==> src/rtl/fifo_write_arbiter.sv <==
// fifo_write_arbiter
//   Round-robin arbiter that shares one FIFO write port between NUM_REQ
//   requesters. A granted requester may write up to MAX_BURST words before
//   the grant is released. Every burst is followed by one idle cycle, and
//   arbitration takes exactly one cycle.
//
// Ports
//   w_clk_in      : write-domain clock, rising edge
//   w_reset_in    : synchronous active-high reset
//   req_in        : per-requester write request (bit i = requester i)
//   data_in       : packed write data, slice i = [i*DATA_WIDTH +: DATA_WIDTH]
//   w_full_in     : FIFO full flag; stalls the current burst
//   w_request_out : write strobe to the FIFO pointer logic
//   w_data_out    : word to FIFO memory (zero when not writing)
//   grant_out     : registered one-hot grant (zero when idle)
//   ack_out       : one-hot, marks the cycle a word is accepted
module fifo_write_arbiter #(
  parameter int NUM_REQ    = 4,
  parameter int DATA_WIDTH = 8,
  parameter int MAX_BURST  = 4
) (
  input  logic                          w_clk_in,
  input  logic                          w_reset_in,
  input  logic [NUM_REQ-1:0]            req_in,
  input  logic [NUM_REQ*DATA_WIDTH-1:0] data_in,
  input  logic                          w_full_in,
  output logic                          w_request_out,
  output logic [DATA_WIDTH-1:0]         w_data_out,
  output logic [NUM_REQ-1:0]            grant_out,
  output logic [NUM_REQ-1:0]            ack_out
);

  localparam int IDX_W = (NUM_REQ > 1) ? $clog2(NUM_REQ) : 1;
  localparam int CNT_W = $clog2(MAX_BURST + 1);
  localparam logic [IDX_W-1:0] LAST_IDX    = IDX_W'(NUM_REQ - 1);
  localparam logic [CNT_W-1:0] CNT_LAST_WD = CNT_W'(MAX_BURST - 1);

  typedef enum logic [0:0] {
    ST_IDLE  = 1'b0,
    ST_BURST = 1'b1
  } state_t;

  state_t              r_state;
  state_t              w_state_next;
  logic [IDX_W-1:0]    r_last_grant;
  logic [IDX_W-1:0]    r_g;
  logic [CNT_W-1:0]    r_cnt;
  logic [NUM_REQ-1:0]  r_grant;
  logic [IDX_W-1:0]    w_pick;
  logic                w_pick_valid;
  logic                w_accept;
  logic                w_last_word;

  function automatic logic [NUM_REQ-1:0] onehot(input logic [IDX_W-1:0] idx);
    logic [NUM_REQ-1:0] v;
    v      = '0;
    v[idx] = 1'b1;
    return v;
  endfunction

  // Round-robin pick: first set request after last_grant, with wrap-around.
  // Scanning from the farthest candidate to the nearest lets the nearest win.
  always_comb begin
    int v_raw;
    int v_idx;
    w_pick       = '0;
    w_pick_valid = |req_in;
    v_raw        = 0;
    v_idx        = 0;
    for (int k = NUM_REQ; k >= 1; k--) begin
      v_raw  = int'(r_last_grant) + k;
      v_idx  = (v_raw >= NUM_REQ) ? (v_raw - NUM_REQ) : v_raw;
      w_pick = req_in[v_idx] ? IDX_W'(v_idx) : w_pick;
    end
  end

  // State and datapath registers.
  always_ff @(posedge w_clk_in) begin
    if (w_reset_in) begin
      r_state      <= ST_IDLE;
      r_last_grant <= LAST_IDX;
      r_g          <= '0;
      r_cnt        <= '0;
      r_grant      <= '0;
    end else begin
      r_state <= w_state_next;
      case (r_state)
        ST_IDLE: begin
          if (w_pick_valid) begin
            r_g     <= w_pick;
            r_cnt   <= '0;
            r_grant <= onehot(w_pick);
          end else begin
            r_grant <= '0;
          end
        end
        ST_BURST: begin
          if (w_state_next == ST_IDLE) begin
            r_last_grant <= r_g;
            r_grant      <= '0;
          end else if (w_accept) begin
            r_cnt <= r_cnt + CNT_W'(1);
          end else begin
            r_cnt <= r_cnt;
          end
        end
        default: begin
          r_grant <= '0;
        end
      endcase
    end
  end

  // Next-state logic: leave BURST when the owner drops its request or the
  // final word of the burst is accepted.
  always_comb begin
    w_state_next = r_state;
    case (r_state)
      ST_IDLE: begin
        w_state_next = w_pick_valid ? ST_BURST : ST_IDLE;
      end
      ST_BURST: begin
        if (!req_in[r_g] || w_last_word) begin
          w_state_next = ST_IDLE;
        end else begin
          w_state_next = ST_BURST;
        end
      end
      default: begin
        w_state_next = ST_IDLE;
      end
    endcase
  end

  // Output logic: the write strobe is gated by reset so nothing is written
  // while reset is held; only the owner's request and data reach the port.
  always_comb begin
    w_accept      = (r_state == ST_BURST) && req_in[r_g] && !w_full_in && !w_reset_in;
    w_last_word   = w_accept && (r_cnt == CNT_LAST_WD);
    w_request_out = w_accept;
    grant_out     = r_grant;
    ack_out       = w_accept ? onehot(r_g) : '0;
    w_data_out    = w_accept ? data_in[int'(r_g)*DATA_WIDTH +: DATA_WIDTH] : '0;
  end

endmodule

==> config.mk <==
export PLATFORM = sky130hd
export DESIGN_NAME = fifo_write_arbiter
export DESIGN_NICKNAME = d
export VERILOG_FILES = /design/src/rtl/fifo_write_arbiter.sv
export SDC_FILE = /design/constraint.sdc
export NUM_CORES = 1
export LEC_CHECK = 0
export BUFFER_PORTS_ARGS = -buffer_cell sky130_fd_sc_hd__buf_2
export CAP_MARGIN = 40
export CORE_UTILIZATION = 42
export DETAILED_ROUTE_END_ITERATION = 12
export HOLD_SLACK_MARGIN = 0.08
export PLACE_DENSITY = 0.78
export SLEW_MARGIN = 20
export SYNTH_ARGS = -nofsm -noshare
export SYNTH_HDL_FRONTEND = slang
export SYNTH_SLANG_ARGS = --single-unit
==> constraint.sdc <==
create_clock -name w_clk_in -period 2.2 [get_ports w_clk_in]
set_input_delay 0.11 -clock w_clk_in [delete_from_list [all_inputs] [get_ports w_clk_in]]
set_output_delay 0.11 -clock w_clk_in [all_outputs]
set_load 0.02 [all_outputs]
# Word-level counts from Yosys, hierarchy flattened
# Index checks and enable logic that the tools add are counted.
op_classes:
  add_sub_neg: 9
  n_lt_le_gt_ge: 12
  eq_ne: 5
  n_shift: 1
  muxes: 38
  bitwise: 2
  reduce_logical: 14
ops:
  columns: ["cell", "n"]
  rows:
  - ["$lt A32 B4 Y1 const B", 4]
  - ["$mux W32", 4]
  - ["$shiftx A32 B6 Y8", 1]
  - ["$mux W1", 13]
  - ["$mux W4", 3]
  - ["$sub A3 B3 Y4 const B", 3]
  - ["$bmux W1 S2", 5]
  - ["$ge A3 B3 Y1 const B", 3]
  - ["$mux W3", 3]
  - ["$mux W2", 4]
  - ["$mux W8", 1]
  - ["$pmux W4 S2", 1]
  - ["$add A2 B2 Y3 const B", 2]
  - ["$logic_and A1 B1 Y1", 6]
  - ["$lt A2 B3 Y1 const B", 2]
  - ["$ne A2 B2 Y1 const B", 3]
  - ["$pmux W3 S2", 1]
  - ["$sub A4 B3 Y5 const B", 1]
  - ["$add A2 B3 Y4 const B", 1]
  - ["$demux W1 S2", 2]
  - ["$ge A2 B1 Y1 const B", 2]
  - ["$ge A4 B3 Y1 const B", 1]
  - ["$reduce_and A2 Y1", 2]
  - ["$reduce_or A4 Y1", 1]
  - ["9 further kinds", 12]
totals:
  ff_bits: 12
  inputBits: 39
  output_inout_bits: 17

# Depth between registers and ports, before layout
depth:
  ltp_word: 16
  ltp_mapped: 6

# Least setup slack after synthesis
# No wires, ideal clock.
synth_timing:
  path_type: "flip-flop to flip-flop"
  start: "register r_g[0]"
  end: "register r_last_grant[0]"
  setup_ps: 120
  arrival_time_ps: 1440
  required_time_ps: 2080
  path_slack_ps: 641
  path_stages_with_launch: 6
  n_path_buf: 1
  synth_period_minus_slack_ps: 1559
  path_cell_list: "dfxtp_1 > mux4_2 > buf_6 > nand2_4 > nand2_1 > a211o_1"
synth_via:
  elab_chain_cells: 11
synth_lines:
  columns: ["item", "line_no", "rtl"]
  rows:
  - ["start: declaration", "46", "logic [IDX_W-1:0] r_g;"]
  - ["start signal: assignment", "90", "r_g <= w_pick;"]
  - ["$bmux W1 S2", "123, 138", null]
  - ["$mux W1 (implied by the code)", "123, 138", null]
  - ["$logic_and A1 B1 Y1 (3 in series)", "138", "w_accept = (r_state == ST_BURST) && req_in[r_g] && !w_full_in && !w_reset_in;"]
  - ["$logic_and A1 B1 Y1", "139", "w_last_word = w_accept && (r_cnt == CNT_LAST_WD);"]
  - ["$logic_or A1 B1 Y1", "123", "if (!req_in[r_g] || w_last_word) begin"]
  - ["$mux W1", "123", null]
  - ["$pmux W1 S2", "118", "case (r_state)"]
  - ["$not A1 Y1 (no source line)", null, null]
  - ["$reduce_and A2 Y1 (no source line)", null, null]
  - ["end signal: assignment", "99", "r_last_grant <= r_g;"]
  - ["end: declaration", "45", "logic [IDX_W-1:0] r_last_grant;"]
# Parallel ways exist; a longest one is shown, timed or not. The select of a mux whose other input is x is not followed.
# A chain may end at the register's enable or synchronous reset.

# Worst setup path after layout
layout_timing:
  start: "register r_state"
  end: "output port ack_out[0]"
layout_via:
  elab_chain_cells: 4
layout_lines:
  columns: ["item", "line_no", "rtl"]
  rows:
  - ["start: declaration", "43", "state_t r_state;"]
  - ["start signal: assignment", "86", "r_state <= w_state_next;"]
  - ["$logic_and A1 B1 Y1 (3 in series)", "138", null]
  - ["$mux W4", "142", "ack_out = w_accept ? onehot(r_g) : '0;"]
  - ["end: declaration", "30", "output logic [NUM_REQ-1:0] ack_out"]
# No other way between the ends.

==> impl_metrics.env <==
export IMPL_antenna_found_initial=0
export IMPL_status="finished, final reports clean"
export IMPL_synth_top_family_by_area="simple AND/OR/NAND/NOR gates"
export IMPL_dieHeight_um=49.0
export IMPL_synth_xor_area_share_pct=0
export IMPL_coreArea_mm2=0.00202
export IMPL_cts_hold_buffers=0
export IMPL_drt_iter0_markers=21
export IMPL_cts_buffers=3
export IMPL_crit_top_cell="nor3b_1"
export IMPL_multi_input_area_um2=638
export IMPL_r2r_end="r_cnt[1]"
export IMPL_power_mw=0.629
export IMPL_synth_edf_count=0
export IMPL_cts_max_path_buffers=2
export IMPL_worstHoldEndpoint="r_g[1]"
export IMPL_seq_area_um2=240
export IMPL_relSlewSlack_pct=57.8
export IMPL_die_w_um=49.0
export IMPL_reg2reg_slack_ps=560
export IMPL_dp_hpwl_um=1950
export IMPL_ys_seq_area_share_pct=25.8
export IMPL_grt_pass1_wl_um=3800
export IMPL_ys_warn_count=0
export IMPL_netlist_area_um2=930
export IMPL_worst_pin_slew_ps=627
export IMPL_cp_num_buf_inv=2
export IMPL_fin_nets=197
export IMPL_synth_commonest_cells="dfxtp_1 (12), nand2_1 (9), nor2_1 (9)"
export IMPL_cts_root_buf="clkbuf_4"
export IMPL_hp_class="input pin to flop"
export IMPL_hold_violations=0
export IMPL_start_kind="flop"
export IMPL_final_cells=182
export IMPL_hold_path_startpoint="w_reset_in"
export IMPL_post_route_drc_count=0
export IMPL_via_per_inst=5.43
export IMPL_period_share_pct=87.0
export IMPL_post_synth_top_count_cell="dfxtp_1"
export IMPL_path_max_fanout=12
export IMPL_globalRouteTotalUtil_pct=20.2
export IMPL_routed_via_count=988
export IMPL_cts_tree="yes"
export IMPL_syn_to_final_growth_pct=36.1
export IMPL_ys_async_sr_fraction_pct=0
export IMPL_clock_skew_ps=3.09
export IMPL_path_class="flop to output port"
export IMPL_slowest_delay_ps=550
export IMPL_synth_net_count=140
export IMPL_num_rows=16
export IMPL_synthDistinctLibCells=31
export IMPL_cp_arrival_ps=1800
export IMPL_required_ps=2090
export IMPL_synth_ff_type="dfxtp_1"
export IMPL_port_buffers=55
export IMPL_clock_fmax_mhz=523
export IMPL_clock_latency_ps=270
export IMPL_grt_pass1_vias=919
export IMPL_syn_inst=99
export IMPL_synth_seq_cells=12
export IMPL_setup_viol=0
export IMPL_tns_ps=0
export IMPL_postSynthAreaPerCell_um2=9.39
export IMPL_synth_simple_area_share_pct=24.6
export IMPL_path_cells="nor3b_1, buf_4, nand2b_1, nor3b_1, buf_2"
export IMPL_path_clk_slew_ps=70
export IMPL_vdd_drop_max_uv=403
export IMPL_cts_resized=0
export IMPL_synthTopCellsByArea="dfxtp_1 (26%), mux4_2 (17%), mux4_1 (5.7%)"
export IMPL_dr_pass1_iters=4
export IMPL_pin_count=56
export IMPL_drt_antenna_violating_nets=0
export IMPL_cts_htree_levels=1
export IMPL_fillCellCount=185
export IMPL_min_period_ps=1910
export IMPL_p_leak_nw=0.631
export IMPL_maxCapViolCount=0
export IMPL_use_met2_pct=37.5
export IMPL_powerDensity_mw_per_mm2=497
export IMPL_synth_top_area_cell="dfxtp_1"
export IMPL_diodes=0
export IMPL_layout_drive_gt1_share_pct=47.7
export IMPL_synth_adder_area_share_pct=2.69
export IMPL_cp_end_kind="output port"
export IMPL_rsz0062_at_grt="no"
export IMPL_dp_cells=178
export IMPL_synth_top_cell_area_share_pct=25.8
export IMPL_worstHoldPathCells=2
export IMPL_dieArea_mm2=0.00241
export IMPL_finalWirelength_um=2370
export IMPL_place_congestion=0.784
export IMPL_use_met3_pct=5.61
export IMPL_r2r_start="r_state"
export IMPL_critical_path_slowest_cell="dfxtp_1"
export IMPL_routedWlPerCell_um=13.0
export IMPL_synth_compound_area_share_pct=17.6
export IMPL_start_util_pct=46.0
export IMPL_use_met1_pct=22.8
export IMPL_r2r_cells=4
export IMPL_startpoint="r_state"
export IMPL_top_usage_layer="met2"
export IMPL_gr_total_overflow=0
export IMPL_final_max_slew_viol_count=0
export IMPL_cts_sinks=12
export IMPL_cpLargestDelayFamily="simple AND/OR/NAND/NOR gates"
export IMPL_grt_max_degree=15
export IMPL_postCtsSetupRepairBufs=0
export IMPL_muxShareOfSynthArea_pct=23.7
==> metal layers <==
| metal | vias up | wire (um) |
|---|---|---|
| met5 | - | 0 |
| met3 | 0 | 186 |
| met2 | 40 | 1180 |
| met1 | 456 | 1010 |
| li1 | 492 | - |
| met4 | 0 | 0 |
==> placed cells by master (no fill, tap or decap), types with 2 or more instances in the layout <==
master,instances
a32o_1,4
nand2_1,9
a211oi_1,2
a211o_1,2
a31o_2,3
buf_4,3
dfxtp_1,12
nor3b_1,2
nand2b_1,7
nor4_1,3
mux4_2,7
mux4_1,2
nor2_1,9
buf_2,55
o21ai_0,2
ha_1,2
a21oi_1,3
and3_1,8
clkbuf_4,3
inv_1,5
==> worst register-to-register path, stage by stage, from the launching register on <==
cell and delay [ps]:
dfxtp_1 550, nor3b_1 320, nand2_1 160, or2_1 280
a31o_2 240
==> report_power, final <==
group          internal [mW]  switching [mW]  total (mW)
sequential             0.233          0.0159       0.249
combinational          0.109           0.100       0.209
clock                  0.100          0.0700       0.170
==> worst max-delay path by stage <==
stage / to / slack (ps) / depth (start not counted)
2_1_floorplan: r_last_grant[0] / 640 / 5
3_3_place_gp: w_data_out[0] / 660 / 4
3_5_place_dp: ack_out[0] / 590 / 5
4_1_cts: ack_out[0] / 290 / 5
5_1_grt: ack_out[0] / 160 / 5
6_report: ack_out[0] / 290 / 5
==> logic make-up (layout without fill, tap and decap cells) <==
kind of cell / Yosys count / count (layout)
AND/OR/NAND/NOR: 43 / 43
AO/OA/AOI/OAI: 21 / 21
flip-flops: 12 / 12
buffers and inverters: 11 / 67
multiplexers: 10 / 10
adder cells (fa/ha/maj): 2 / 2
==> registers in the layout, indices dropped and copies added, names as in the netlist <==
name / flops
grant_out: 4
r_cnt: 3
r_g: 2
r_last_grant: 2
r_state: 1
==> per-stage QoR <==
step / hold WS (ps) / instance area (um^2) / setup WS [ps] / utilization, %
floorplan: 355 / 930 / 641 / -
global placement: 397 / 1230 / 659 / 60.8
detailed placement: 408 / 1230 / 590 / 60.8
CTS: 120 / 1260 / 291 / 62.6
global route: 120 / 1260 / 156 / 62.6
finish: 134 / 1260 / 287 / 62.6
==> area by class of cell <==
cell class              instances  share of cell area (%)
repair buffers                 58                    23.5
clock buffers                   4                    2.87
well taps                      27                    2.67
multi-input cells              76                    50.4
inverters                       5                    1.48
flip-flops and latches         12                    19.0
No activity file was read; power rests on OpenSTA's default activity.
